`config.mk`:
```
export PLATFORM = sky130hd
export DESIGN_NAME = wb_decoder
export DESIGN_NICKNAME = d
export VERILOG_FILES = /design/src/rtl/wb_pkg.sv /design/src/rtl/wb_addr_match.sv /design/src/rtl/wb_decoder.sv
export SDC_FILE = /design/constraint.sdc
export NUM_CORES = 1
export LEC_CHECK = 0
export BUFFER_PORTS_ARGS = -buffer_cell sky130_fd_sc_hd__buf_2
export CORE_AREA = 2 2 145 147
export CTS_CLUSTER_SIZE = 20
export DETAILED_ROUTE_END_ITERATION = 6
export DIE_AREA = 0 0 147 149
export PLACE_DENSITY = 0.6
export REMOVE_ABC_BUFFERS = 1
export SLEW_MARGIN = 30
export SYNTH_ARGS = -nofsm -noshare
export SYNTH_HDL_FRONTEND = slang
export SYNTH_SLANG_ARGS = --single-unit
```
`constraint.sdc`:
```
create_clock -name wb_clk_i -period 6.7 [get_ports wb_clk_i]
set_clock_uncertainty 0.2 [all_clocks]
set_input_delay 0.67 -clock wb_clk_i [delete_from_list [all_inputs] [get_ports wb_clk_i]]
set_output_delay 0.67 -clock wb_clk_i [all_outputs]
set_load 0.005 [all_outputs]
```
`src/rtl/wb_pkg.sv`:
```
// Shared definitions for the Wishbone address decoder: FSM encoding, error data
// and the default slave window map.
package wb_pkg;

    typedef enum logic [1:0] {
        StIdle,
        StActive,
        StError
    } wb_state_e;

    localparam logic [31:0] ErrData   = 32'hFFFF_FFFF;

    localparam logic [31:0] DefS0Base = 32'h0000_0000;
    localparam logic [31:0] DefS0Mask = 32'hF000_0000;
    localparam logic [31:0] DefS1Base = 32'h8000_0000;
    localparam logic [31:0] DefS1Mask = 32'hFF00_0000;
    localparam logic [31:0] DefS2Base = 32'h8100_0000;
    localparam logic [31:0] DefS2Mask = 32'hFF00_0000;
    localparam logic [31:0] DefS3Base = 32'h8200_0000;
    localparam logic [31:0] DefS3Mask = 32'hFF00_0000;

endpackage

```
`src/rtl/wb_addr_match.sv`:
```
// Base/mask window compare for four slave windows; the lowest matching
// window index wins when windows overlap.
module wb_addr_match #(
    parameter logic [31:0] S0_BASE = 32'h0000_0000,
    parameter logic [31:0] S0_MASK = 32'hF000_0000,
    parameter logic [31:0] S1_BASE = 32'h8000_0000,
    parameter logic [31:0] S1_MASK = 32'hFF00_0000,
    parameter logic [31:0] S2_BASE = 32'h8100_0000,
    parameter logic [31:0] S2_MASK = 32'hFF00_0000,
    parameter logic [31:0] S3_BASE = 32'h8200_0000,
    parameter logic [31:0] S3_MASK = 32'hFF00_0000
) (
    input  logic [31:0] adr,
    output logic [3:0]  hit,
    output logic [1:0]  idx
);

    always_comb begin
        hit[0] = (adr & S0_MASK) == S0_BASE;
        hit[1] = (adr & S1_MASK) == S1_BASE;
        hit[2] = (adr & S2_MASK) == S2_BASE;
        hit[3] = (adr & S3_MASK) == S3_BASE;
    end

    // Scan from the top so the lowest set bit is written last.
    always_comb begin
        idx = 2'd0;
        for (int i = 3; i >= 0; i--) begin
            if (hit[i]) begin
                idx = 2'(i);
            end
        end
    end

endmodule

```
`src/rtl/wb_decoder.sv`:
```
// Wishbone address decoder and bus watchdog: routes the granted-master cycle to
// one of four slaves and error-terminates unmapped or unresponsive accesses.
module wb_decoder import wb_pkg::*; #(
    parameter logic [31:0] S0_BASE = DefS0Base,
    parameter logic [31:0] S0_MASK = DefS0Mask,
    parameter logic [31:0] S1_BASE = DefS1Base,
    parameter logic [31:0] S1_MASK = DefS1Mask,
    parameter logic [31:0] S2_BASE = DefS2Base,
    parameter logic [31:0] S2_MASK = DefS2Mask,
    parameter logic [31:0] S3_BASE = DefS3Base,
    parameter logic [31:0] S3_MASK = DefS3Mask,
    parameter int unsigned TIMEOUT = 255
) (
    input  logic         wb_clk_i,
    input  logic         wb_rstn_i,
    input  logic [31:0]  wbm_adr_i,
    input  logic [31:0]  wbm_dat_i,
    input  logic         wbm_cyc_i,
    input  logic         wbm_stb_i,
    input  logic         wbm_we_i,
    input  logic [2:0]   wbm_cti_i,
    input  logic [1:0]   wbm_bte_i,
    input  logic [3:0]   wbm_sel_i,
    input  logic [1:0]   wbm_owner_i,
    output logic [31:0]  wbm_dat_o,
    output logic         wbm_ack_o,
    output logic [31:0]  wbs_adr_o,
    output logic [31:0]  wbs_dat_o,
    output logic         wbs_we_o,
    output logic [2:0]   wbs_cti_o,
    output logic [1:0]   wbs_bte_o,
    output logic [3:0]   wbs_sel_o,
    output logic [3:0]   wbs_cyc_o,
    output logic [3:0]   wbs_stb_o,
    input  logic [127:0] wbs_dat_i,
    input  logic [3:0]   wbs_ack_i,
    output logic         err_o,
    output logic [31:0]  err_adr_o,
    output logic [1:0]   err_owner_o,
    output logic         err_timeout_o,
    output logic [7:0]   err_cnt_o
);

    localparam logic [7:0] TimeoutLast = 8'(TIMEOUT - 1);

    wb_state_e   state_q, state_d;
    logic [1:0]  slv_q, slv_d;
    logic [7:0]  wait_q, wait_d;
    logic        err_ack_q, err_ack_d;
    logic        err_q;
    logic [31:0] err_adr_q;
    logic [1:0]  err_owner_q;
    logic        err_tmo_q;
    logic [7:0]  err_cnt_q;

    logic [3:0]  hit;
    logic [1:0]  hit_idx;
    logic        req;
    logic        slv_ack;
    logic [31:0] slv_dat;
    logic        err_entry;
    logic        err_tmo;

    wb_addr_match #(
        .S0_BASE(S0_BASE), .S0_MASK(S0_MASK),
        .S1_BASE(S1_BASE), .S1_MASK(S1_MASK),
        .S2_BASE(S2_BASE), .S2_MASK(S2_MASK),
        .S3_BASE(S3_BASE), .S3_MASK(S3_MASK)
    ) u_addr_match (
        .adr (wbm_adr_i),
        .hit (hit),
        .idx (hit_idx)
    );

    assign req     = wbm_cyc_i & wbm_stb_i;
    assign slv_ack = wbs_ack_i[slv_q];
    assign slv_dat = wbs_dat_i[{slv_q, 5'd0} +: 32];

    assign wbs_adr_o = wbm_adr_i;
    assign wbs_dat_o = wbm_dat_i;
    assign wbs_we_o  = wbm_we_i;
    assign wbs_cti_o = wbm_cti_i;
    assign wbs_bte_o = wbm_bte_i;
    assign wbs_sel_o = wbm_sel_i;

    always_comb begin
        state_d   = state_q;
        slv_d     = slv_q;
        wait_d    = wait_q;
        err_entry = 1'b0;
        err_tmo   = 1'b0;
        unique case (state_q)
            StIdle: begin
                wait_d = 8'd0;
                if (req) begin
                    if (|hit) begin
                        slv_d   = hit_idx;
                        state_d = StActive;
                    end else begin
                        state_d   = StError;
                        err_entry = 1'b1;
                    end
                end
            end
            StActive: begin
                if (!wbm_cyc_i) begin
                    state_d = StIdle;
                    wait_d  = 8'd0;
                end else if (wbm_stb_i && !slv_ack) begin
                    // A same-edge ack takes the else branch, so it beats the timeout.
                    if (wait_q == TimeoutLast) begin
                        state_d   = StError;
                        err_entry = 1'b1;
                        err_tmo   = 1'b1;
                        wait_d    = 8'd0;
                    end else begin
                        wait_d = wait_q + 8'd1;
                    end
                end else begin
                    wait_d = 8'd0;
                end
            end
            StError: begin
                wait_d = 8'd0;
                if (!wbm_cyc_i) begin
                    state_d = StIdle;
                end
            end
            default: state_d = StIdle;
        endcase
    end

    // Error acks alternate so every burst beat is terminated at most every other cycle.
    assign err_ack_d = (state_q == StError) && wbm_stb_i && !err_ack_q;

    always_comb begin
        wbs_cyc_o = 4'd0;
        wbs_stb_o = 4'd0;
        wbm_ack_o = 1'b0;
        wbm_dat_o = ErrData;
        if (wb_rstn_i) begin
            unique case (state_q)
                StIdle: begin
                    if (req && |hit) begin
                        wbs_cyc_o[hit_idx] = wbm_cyc_i;
                        wbs_stb_o[hit_idx] = wbm_stb_i;
                    end
                end
                StActive: begin
                    wbs_cyc_o[slv_q] = wbm_cyc_i;
                    wbs_stb_o[slv_q] = wbm_stb_i;
                    wbm_ack_o        = slv_ack;
                    wbm_dat_o        = slv_dat;
                end
                StError: wbm_ack_o = err_ack_q;
                default: ;
            endcase
        end
    end

    always_ff @(posedge wb_clk_i or negedge wb_rstn_i) begin
        if (!wb_rstn_i) begin
            state_q   <= StIdle;
            slv_q     <= 2'd0;
            wait_q    <= 8'd0;
            err_ack_q <= 1'b0;
        end else begin
            state_q   <= state_d;
            slv_q     <= slv_d;
            wait_q    <= wait_d;
            err_ack_q <= err_ack_d;
        end
    end

    always_ff @(posedge wb_clk_i or negedge wb_rstn_i) begin
        if (!wb_rstn_i) begin
            err_q       <= 1'b0;
            err_adr_q   <= 32'd0;
            err_owner_q <= 2'd0;
            err_tmo_q   <= 1'b0;
            err_cnt_q   <= 8'd0;
        end else begin
            err_q <= err_entry;
            if (err_entry) begin
                err_adr_q   <= wbm_adr_i;
                err_owner_q <= wbm_owner_i;
                err_tmo_q   <= err_tmo;
                if (err_cnt_q != 8'hFF) begin
                    err_cnt_q <= err_cnt_q + 8'd1;
                end
            end
        end
    end

    assign err_o         = err_q;
    assign err_adr_o     = err_adr_q;
    assign err_owner_o   = err_owner_q;
    assign err_timeout_o = err_tmo_q;
    assign err_cnt_o     = err_cnt_q;

endmodule

```
# After elaboration in Yosys (flattened, before gate mapping)
# Index checks and enable logic that the tools add are counted.
# W data, S select, Z words.
# classes
mux,38
mul,0
addsub,2
order_cmp,4
reduce_logical,16
eq_ne,11
div,0
bitwise_logic,5
n_shift,1
# ops
cell,n
$shiftx A128 B8 Y32,1
$mux W32,2
$eq A8 B8 Y1 const B,4
$logic_not A32 Y1,1
$mux W8,3
$mux W2,10
$add A8 B1 Y8 const B,2
$and A4 B4 Y4,4
$mux W4,4
$pmux W4 S2,2
$pmux W8 S2,1
$mux W1,10
$ne A8 B8 Y1 const B,1
$logic_and A1 B1 Y1,6
$lt A2 B3 Y1 const B,2
$ne A3 B3 Y1 const B,2
$pmux W2 S3,1
$demux W1 S2,2
$ge A2 B1 Y1 const B,2
$ne A2 B2 Y1 const B,2
$pmux W1 S2,2
$reduce_and A4 Y1,1
$reduce_or A4 Y1,1
$reduce_and A3 Y1,1
9 further kinds,10
# word_totals
mem_count,0
ram_bits,0
romBits,0
latchBits,0
output_inout_bits,159
in_bits,212
wordCells,86
regBits,57

# Longest topological paths before layout
# Gate-level depths: netlist (run 1).
# depth
depth_word,13
depth_mapped,9
ltp_nobuf,6

# Cells and area by module
# A second synthesis (run 1) with hierarchy kept.
# hier_totals
cells_unflattened,391
area_unflattened_um2,4317.9
# modules_own_cells
module,n_inst,area_each_um2,cells_each
wb_decoder,1,4230.3,379
wb_addr_match,1,87.6,12

# Worst setup path before layout (run 1)
# OpenSTA, ideal clock, no wires.
# synth_path
path_type,reg2out
from,register slv_q[0]
to,output port wbm_dat_o[10]
path_slack_ps,3802
required_ps,5830
path_buffers,2
arrival_ps,2028
path_stages_with_launch,5
path_cell_list,dfrtp_1 buf_2 buf_1 mux4_2 or2_2
# synth_via
elab_chain_len,3
# synth_lines
element,line_no,text
from (decl),wb_decoder.sv:47,"logic [1:0] slv_q, slv_d;"
from (signal assigned),wb_decoder.sv:169,slv_q <= slv_d;
$shiftx A128 B8 Y32,wb_decoder.sv:77,"assign slv_dat = wbs_dat_i[{slv_q, 5'd0} +: 32];"
$mux W32,wb_decoder.sv:142,unique case (state_q)
$mux W32,wb_decoder.sv:141,if (wb_rstn_i) begin
to (decl),wb_decoder.sv:25,"output logic [31:0] wbm_dat_o,"
# No other way between the ends.

# Worst setup path in the final report (run 1)
# layout_path
from,input port wb_rstn_i
to,output port wbm_dat_o[22]
# layout_via
elab_chain_len,1
# layout_lines
element,line_no,text
from (decl),wb_decoder.sv:15,"input logic wb_rstn_i,"
$mux W32,wb_decoder.sv:141,
# No other way between the ends.

==> out/metrics.csv, run 1 <==
metric;value;unit
vias in the first global route;3711;
CTS tree;built;
clk_lat worst skew;0.32;ns
Worst Setup End Kind;primary output;
Hold Fails Final Rpt;0;
Bufs on Longest Clock Path;2;
share of the synthesized area in the top cell type;32.4;%
drt total wl;16.7;mm
DR vias/cell;4.44;
first-pass GRT wire length;23.7;mm
Worst Max-Slew Pin Slew;0.831;ns
ys async rst share;100;%
CTS Sinks;57;
initial DRC count;122;
Synth Register Bits;57;
sequential standard cell area;1430;µm²
clk slew on worst S/H paths;0.05;ns
area of the multi-input gates;2290;µm²
Syn Inst Count;386;
Num CTS Buffers;9;
root buf cell;clkbuf_16;
Chip Width;147;µm
min Tclk post-route;3.57;ns
critical path data required time;5.83;ns
Tcrit/Tclk final;53.3;%
post_cts resized;0;
Top FF cell, synth;dfrtp_1;
Internal;1.06;mW
Tot Pwr;1.51;mW
Max-Cap Viols;0;
cts hold-fix bufs;0;
share of cells above drive strength 1;69.8;%
crit path DAT;2.70;ns
Flop pwr share;37.3;%
CTS H-tree depth;3;
largest net degree at the start of global routing;61;
Port-buffer cells;286;
Filler Cell Count;2160;
fmax;280;MHz
Post-Syn Area per Cell;11.4;µm²
Syn-to-layout area delta;31.8;%
Mapped Area;4400;µm²
synth unique cells;42;
Detail Route Antenna Nets;0;
Worst Path Max Fanout;60;
Comb pwr share;36.7;%
full die area;21900;µm²
initial antenna violation count;4;
io pins;371;
DP HPWL;14.0;mm
Max Slew Vio Count;0;
Sw Share;29.7;%
Finish-stage setup viols;0;
die height;149;µm
Row Count;53;
Synth area leader;dfrtp_1;
status;finished clean;
via count of the routed design;3874;
synth warn;0;
Fin Hold WS;0.227;ns
core area;20600;µm²
post-CTS setup buffers;0;
CP Class;primary input to primary output;
relative slew slack;44.6;%
sequential fraction of the synthesis area;32.4;%
clock network power share;26.0;%
Post-synth EDFFs;0;
Critical Path Start Type;primary input;
Post-Route Setup TNS;0;ns
Post-synth top cells;buf_4 (74), dfrtp_1 (57), mux4_2 (33);
Initial Util;21.4;%
Leak;2.75;nW
most common cell in the synthesized netlist;buf_4;
fin nets;811;
unrepaired setup endpoints after global routing;false;
Tot GR Track Use;14.6;%
Routed WL per cell;19.1;µm
drt drc;0;
P per Cell Area;261;nW/µm²
Core Util, Final;28.2;%
ranking of synthesized cells by area;dfrtp_1 (32%), mux4_2 (17%), buf_4 (13%), mux2_4 (9.9%), or2_2 (4.6%);
DR pass1 iterations;4;
switching pwr;0.448;mW
hold crit path type;flop to flop;
GPL Wtd Cong;0.772;
GRT overflow;0;
VDD IR-drop max;0.163;mV
==> worst max-delay path, stage by stage <==
cell	delay (ns)
buf_2	0.07
buf_4	0.59
nand2_1	0.69
or2_2	0.52
buf_2	0.14
==> power groups by stage <==
stage | clock (mW) | combinational (mW) | sequential [mW]
after detailed placement | 0 | 0.564 | 0.560
after CTS | 0.409 | 0.562 | 0.564
final | 0.393 | 0.555 | 0.563
after floorplan | 0 | 0.301 | 0.566
after global placement | 0 | 0.556 | 0.568
after global routing | 0.428 | 0.606 | 0.586
==> area by class of cell <==
cell class              instances  area share, %
diodes                          2         0.0863
flip-flops and latches         57           24.6
clock inverters                 4          0.389
inverters                       6          0.389
multi-input cells             229           39.5
clock buffers                  11           4.01
well taps                     275           5.94
repair buffers                289           25.1
==> path summary, 6_finish.rpt <==
check	slack, ns	cells past startpoint	endpoint	start
max	3.13	5	wbm_dat_o[22]	wb_rstn_i
min	0.23	1	err_ack_q	err_ack_q
max reg2reg	3.48	4	err_adr_o[6]	slv_q[1]
min reg2reg	0.23	1	err_ack_q	err_ack_q
max in group asynchronous	5.46	2	slv_q[0]	wb_rstn_i
min in group asynchronous	0.31	2	err_adr_o[15]	wb_rstn_i
==> cells in the final DEF (no fill, tap or decap), drive strengths merged, types with 11 or more instances in the layout <==
cell and instances:
or2 32, nand3 15, buf 289, mux2 43
nor2 12, clkbuf 11, mux4 33, a21oi 16
dfrtp 57, nand2 20
==> flip-flops by register name, indices dropped and copies added (netlist names) <==
register and cells:
err_adr_o 32, err_cnt_o 8, wait_q 8, err_owner_o 2
slv_q 2, state_q 2, err_ack_q 1, err_o 1
err_timeout_o 1
==> per-stage QoR <==
stage          cells  setup WS (ns)  area [µm²]
2_1_floorplan    292           2.30        3730
3_3_place_gp     856           3.03        5540
3_5_place_dp     856           3.01        5540
4_1_cts          871           3.02        5790
5_1_grt          872           2.76        5790
6_report         873           3.13        5800
==> layer usage <==
layer / global-route usage, % / routed length (µm)
met1: 17.8 / 6710
met2: 23.5 / 7670
met3: 7.55 / 2120
met4: 2.55 / 116
met5: 2.05 / 76
==> kinds of logic (layout without fill, tap and decap cells) <==
logic type | count (synthesis) | in the layout | share of synthesized area (%)
mux | 79 | 79 | 31.1
compound gates | 34 | 34 | 5.07
buf+inv | 100 | 310 | 15.6
fa+ha+maj | 7 | 7 | 1.99
simple gates | 105 | 105 | 13.0
other cells | 0 | 2 | 0
xor+xnor | 4 | 4 | 0.797
flops | 57 | 57 | 32.4
(Power assumes the default switching activity.)
==> run 2, diff against run 1 <==
--- a/config.mk
+++ b/config.mk
@@ -6,11 +6,11 @@
 export NUM_CORES = 1
 export LEC_CHECK = 0
 export BUFFER_PORTS_ARGS = -buffer_cell sky130_fd_sc_hd__buf_2
-export CORE_AREA = 2 2 145 147
+export CORE_AREA = 2 2 143 145
 export CTS_CLUSTER_SIZE = 20
 export DETAILED_ROUTE_END_ITERATION = 6
-export DIE_AREA = 0 0 147 149
-export PLACE_DENSITY = 0.6
+export DIE_AREA = 0 0 145 147
+export PLACE_DENSITY = 0.63
 export REMOVE_ABC_BUFFERS = 1
 export SLEW_MARGIN = 30
 export SYNTH_ARGS = -nofsm -noshare
==> constraint.sdc (replaced) <==
create_clock -name wb_clk_i -period 3.15 [get_ports wb_clk_i]
set_clock_uncertainty 0.2 [all_clocks]
set_input_delay 0.315 -clock wb_clk_i [delete_from_list [all_inputs] [get_ports wb_clk_i]]
set_output_delay 0.315 -clock wb_clk_i [all_outputs]
set_load 0.005 [all_outputs]
==> out/metrics.csv, run 2 (synthesis results as in run 1) <==
metric;value;unit
status;finished clean;
most common cell after layout, fill and taps aside;buf_2;
Critical Path Start Type;flop;
Critical Path, Cell by Cell;inv_1, ha_1, and3_1, nand4_1, or3b_2, a21oi_1, buf_2;
post_cts resized;0;
relative slew slack;46.5;%
initial antenna violation count;2;
crit path DAT;2.45;ns
Port-buffer cells;286;
Tcrit/Tclk final;94.1;%
fin nets;818;
Buf/Inv on CP;2;
P per Cell Area;596;nW/µm²
largest net degree at the start of global routing;45;
clk slew on worst S/H paths;0.05;ns
via count of the routed design;3881;
DR pass1 iterations;4;
Tot GR Track Use;15.6;%
Detail Route Antenna Nets;0;
Tot Pwr;3.54;mW
root buf cell;clkbuf_16;
Bufs on Longest Clock Path;2;
Worst Max-Slew Pin Slew;0.801;ns
die height;147;µm
io pins;371;
Leak;2.83;nW
crit path from;state_q[0];
r2r setup slk;0.45;ns
min Tclk post-route;2.96;ns
drt total wl;17.2;mm
Initial Util;22.2;%
critical path data required time;2.63;ns
initial DRC count;169;
Num CTS Buffers;9;
vias in the first global route;3830;
CTS H-tree depth;3;
clk_lat worst skew;0.32;ns
post-CTS setup buffers;0;
fmax;337;MHz
Worst path slowest cell;or3b_2;
DR vias/cell;4.44;
HP Start;wbm_owner_i[1];
first-pass GRT wire length;24.6;mm
Syn-to-layout area delta;35.1;%
Ant. Diodes;0;
DP HPWL;14.5;mm
Finish-stage setup viols;0;
GRT overflow;0;
Chip Width;145;µm
Max Slew Vio Count;0;
cts hold-fix bufs;1;
reg-to-reg startpoint;slv_q[0];
Row Count;52;
unrepaired setup endpoints after global routing;false;
CP Class;flop to primary output;
core area;19800;µm²
Worst Setup End Kind;primary output;
Hold Fails Final Rpt;0;
max FFs per register;32;
GPL Wtd Cong;0.839;
VDD IR-drop max;0.352;mV
Core Util, Final;29.9;%
hold crit path type;primary input to flop;
CTS Sinks;57;
drt drc;0;
kind of cell adding the most delay to the critical path;simple AND/OR/NAND/NOR gates;
Worst Path Max Fanout;7;
Routed WL per cell;19.7;µm
most frequent cells in the layout;buf_2 (286), dfrtp_1 (56), mux4_2 (33);
share of cells above drive strength 1;70.0;%
Max-Cap Viols;0;
CP max stage delay;0.50;ns
CTS tree;built;
full die area;21300;µm²
## run 2: changes by cell type in the layout (fill, tap and decap cells not counted)
cell           delta
buf_12            +1
and2_2            +1
clkinv_2          -2
and2_4            -1
clkbuf_8          +1
buf_4             +5
diode_2           -2
bufinv_16         +3
dlygate4sd3_1     +1
dfrtp_1           +1
dfrtp_2           -1
clkbuf_1          -1
## run 2: routing by layer
metal | GRT usage, % | vias to the layer above | routed length (µm) | share of wire (%)
met2 | 25.4 | 291 | 8010 | 46
met3 | 7.45 | 21 | 2040 | 12
li1 | - | 1742 | - | -
met1 | 19.0 | 1823 | 6960 | 40
met5 | 1.82 | - | 67 | 0.39
met4 | 2.72 | 4 | 153 | 0.89
## run 2: cell type report
| type | count | area (µm²) |
|---|---|---|
| Timing Repair Buffer | 296 | 1520 |
| Clock buffer | 11 | 243 |
| Fill cell | 2041 | 13900 |
| Inverter | 6 | 22.5 |
| Multi-Input combinational cell | 229 | 2290 |
| Tap cell | 270 | 338 |
| Sequential cell | 57 | 1430 |
| Clock inverter | 5 | 103 |
## run 2: where the power goes
part           internal (mW)  switching, mW
sequential              1.01          0.179
combinational          0.745          0.481
clock                  0.792          0.335
## run 2: path summary, 6_finish.rpt
path | end | cells past startpoint
max | wbs_cyc_o[3] | 7
min | err_owner_o[1] | 2
min reg2reg | err_ack_q | 1
min in group asynchronous | state_q[0] | 3
max reg2reg | err_adr_o[21] | 5
max in group asynchronous | slv_q[0] | 4
## run 2: through the flow
step           std cells  setup TNS, ns  worst slack [ns]  cell area, µm²  hold slack (ns)
2_1_floorplan        292         -49.19             -1.26            3730           -0.181
3_3_place_gp         857              0             0.433            5590            0.168
3_5_place_dp         857              0             0.423            5590            0.161
4_1_cts              874              0             0.197            5940          0.00597
5_1_grt              874              0            0.0121            5940           0.0149
6_report             874              0             0.186            5940           0.0188
==> run 3, diff against run 2 <==
--- a/config.mk
+++ b/config.mk
@@ -6,13 +6,14 @@
 export NUM_CORES = 1
 export LEC_CHECK = 0
 export BUFFER_PORTS_ARGS = -buffer_cell sky130_fd_sc_hd__buf_2
-export CORE_AREA = 2 2 143 145
+export CORE_AREA = 2 2 144 146
 export CTS_CLUSTER_SIZE = 20
 export DETAILED_ROUTE_END_ITERATION = 6
-export DIE_AREA = 0 0 145 147
-export PLACE_DENSITY = 0.63
+export DIE_AREA = 0 0 146 148
+export PLACE_DENSITY = 0.62
 export REMOVE_ABC_BUFFERS = 1
 export SLEW_MARGIN = 30
 export SYNTH_ARGS = -nofsm -noshare
 export SYNTH_HDL_FRONTEND = slang
+export SYNTH_HIERARCHICAL = 1
 export SYNTH_SLANG_ARGS = --single-unit
==> out/metrics.csv, run 3 <==
metric;value;unit
Sw Share;29.6;%
ranking of synthesized cells by area;dfrtp_1 (33%), mux4_2 (17%), buf_4 (13%), mux2_2 (9.9%), or2_2 (4.8%);
DP Area;5520;µm²
Row Count;52;
clk_lat worst skew;0.32;ns
Max Slew Vio Count;0;
Critical Path Start Type;primary input;
Worst Max-Slew Pin Slew;0.900;ns
Worst path slowest cell;nand2_1;
synth warn;6;
status;finished clean;
max FFs per register;32;
Synth area leader;dfrtp_1;
CP max stage delay;0.59;ns
share of the synthesized area in the top cell type;33.0;%
CTS H-tree depth;3;
GPL Wtd Cong;0.768;
CP Class;primary input to primary output;
Bufs on Longest Clock Path;2;
cell mode on critical path;buf_2;
Tot GR Track Use;16.5;%
first-pass GRT wire length;26.0;mm
switching pwr;0.929;mW
drt total wl;18.2;mm
VDD IR-drop max;0.375;mV
Top FF cell, synth;dfrtp_1;
GRT overflow;0;
Max-Cap Viols;0;
Tot Pwr;3.14;mW
Setup WS pre-CTS;0.372;ns
Detail Route Antenna Nets;0;
Critical Path, Cell by Cell;dlygate4sd3_1, buf_2, nand2_1, or2_2, buf_2;
unrepaired setup endpoints after global routing;false;
Mapped Area;4320;µm²
share of cells above drive strength 1;68.6;%
crit path DAT;2.43;ns
Worst Setup End Kind;primary output;
CTS Sinks;57;
via count of the routed design;4004;
clk slew on worst S/H paths;0.05;ns
post_cts resized;0;
Initial Util;21.5;%
Flop pwr share;37.1;%
Post-synth top cells;buf_4 (74), dfrtp_1 (57), mux2_2 (38);
Final Instance Area;5820;µm²
most common cell after layout, fill and taps aside;buf_2;
clock network power share;29.9;%
Filler Cell Count;2137;
Post-synth EDFFs;0;
Num CTS Buffers;9;
critical path data required time;2.63;ns
Chip Width;146;µm
Synth Register Bits;57;
Fin Hold WS;0.0313;ns
relative slew slack;39.9;%
CTS tree;built;
die height;148;µm
DR pass1 iterations;4;
Port-buffer cells;286;
Leak;2.64;nW
initial antenna violation count;3;
full die area;21600;µm²
sequential fraction of the synthesis area;33.0;%
synth unique cells;46;
io pins;371;
final setup margin;0.207;ns
most frequent cells in the layout;buf_2 (286), dfrtp_1 (55), mux2_2 (38);
Internal;2.21;mW
Hold Fails Final Rpt;0;
vias in the first global route;4109;
Routed WL per cell;20.7;µm
Post-Syn Area per Cell;11.0;µm²
core area;20000;µm²
min Tclk post-route;2.94;ns
area of the multi-input gates;2230;µm²
root buf cell;clkbuf_16;
P per Cell Area;539;nW/µm²
Comb pwr share;33.0;%
hold crit path type;primary input to flop;
Post-Route Setup TNS;0;ns
drt drc;0;
sequential standard cell area;1430;µm²
DP HPWL;15.4;mm
initial DRC count;172;
Finish-stage setup viols;0;
ys async rst share;100;%
DR vias/cell;4.57;
largest net degree at the start of global routing;50;
most common cell in the synthesized netlist;buf_4;
Worst Path Max Fanout;32;
Syn-to-layout area delta;34.9;%
fmax;340;MHz
fin nets;820;
Syn Inst Count;391;
Tcrit/Tclk final;93.4;%
-- run 3: cell count changes after synthesis, moves of 5 or more --
cell,previous run,this run
mux2_4,29,0
mux2_2,14,38
a21oi_1,16,10
or4_1,1,6
nor4_1,1,9
nand2_1,20,15
-- run 3: path summary, 6_finish.rpt --
path / from / endpoint / slack (ns) / depth (start not counted)
worst max register to register: slv_q[0] / err_cnt_o[1] / 0.52 / 4
worst min-delay path: wbm_owner_i[0] / err_owner_o[0] / 0.03 / 2
max in group asynchronous: wb_rstn_i / err_adr_o[7] / 1.59 / 3
worst max-delay path: wb_rstn_i / wbm_dat_o[28] / 0.21 / 5
worst min register to register: err_timeout_o / err_timeout_o / 0.29 / 2
min in group asynchronous: wb_rstn_i / wait_q[7] / 0.23 / 2
-- run 3: per-layer routing --
metal	global-route usage (%)	vias up	wire length, µm	share of wire, %
li1	-	1774	-	-
met1	18.1	1908	6820	38
met2	26.2	303	8220	45
met3	11.2	17	2930	16
met4	3.83	2	158	0.87
met5	2.05	-	43	0.24
-- run 3: critical path, delay by kind of cell --
kind                   cells  cell delay, ns
AND/OR/NAND/NOR            2            1.12
buffers and inverters      3            0.97
-- run 3: layout make-up --
class	count	area share [%]
Multi-Input combinational cell	231	38.3
Antenna cell	1	0.0430
Clock buffer	14	4.88
Tap cell	270	5.80
Timing Repair Buffer	293	25.7
Inverter	9	0.580
Clock inverter	2	0.172
Sequential cell	57	24.5
-- run 3: power groups by stage --
stage | logic (mW) | registers, mW | clock network (mW)
floorplan | 0.463 | 1.19 | 0
global placement | 1.04 | 1.16 | 0
detailed placement | 1.06 | 1.17 | 0
CTS | 1.06 | 1.17 | 0.971
global route | 1.16 | 1.21 | 1.00
finish | 1.04 | 1.16 | 0.938
-- run 3: per-stage QoR --
stage	std cells	util (%)
after CTS	876	29.1
final	877	29.1
after global routing	877	29.1
after detailed placement	859	27.5
after global placement	859	27.5
after floorplan	297	-
-- run 3: what timing repair did --
| action | CTS | global route |
|---|---|---|
| hold buffers | 1 | 0 |
| buffers inserted | 0 | 0 |
| endpoints found under the hold margin | 8 | 0 |
-- run 3: kinds of logic after synthesis --
family | share of synthesized area, %
and+or+nand+nor | 14.8
muxes | 27.8
xor gates and xnor gates | 1.42
AOI/OAI and AO/OA | 5.30
buffers and inverters | 15.5
DFF | 33.0
adders and majority gates | 2.03
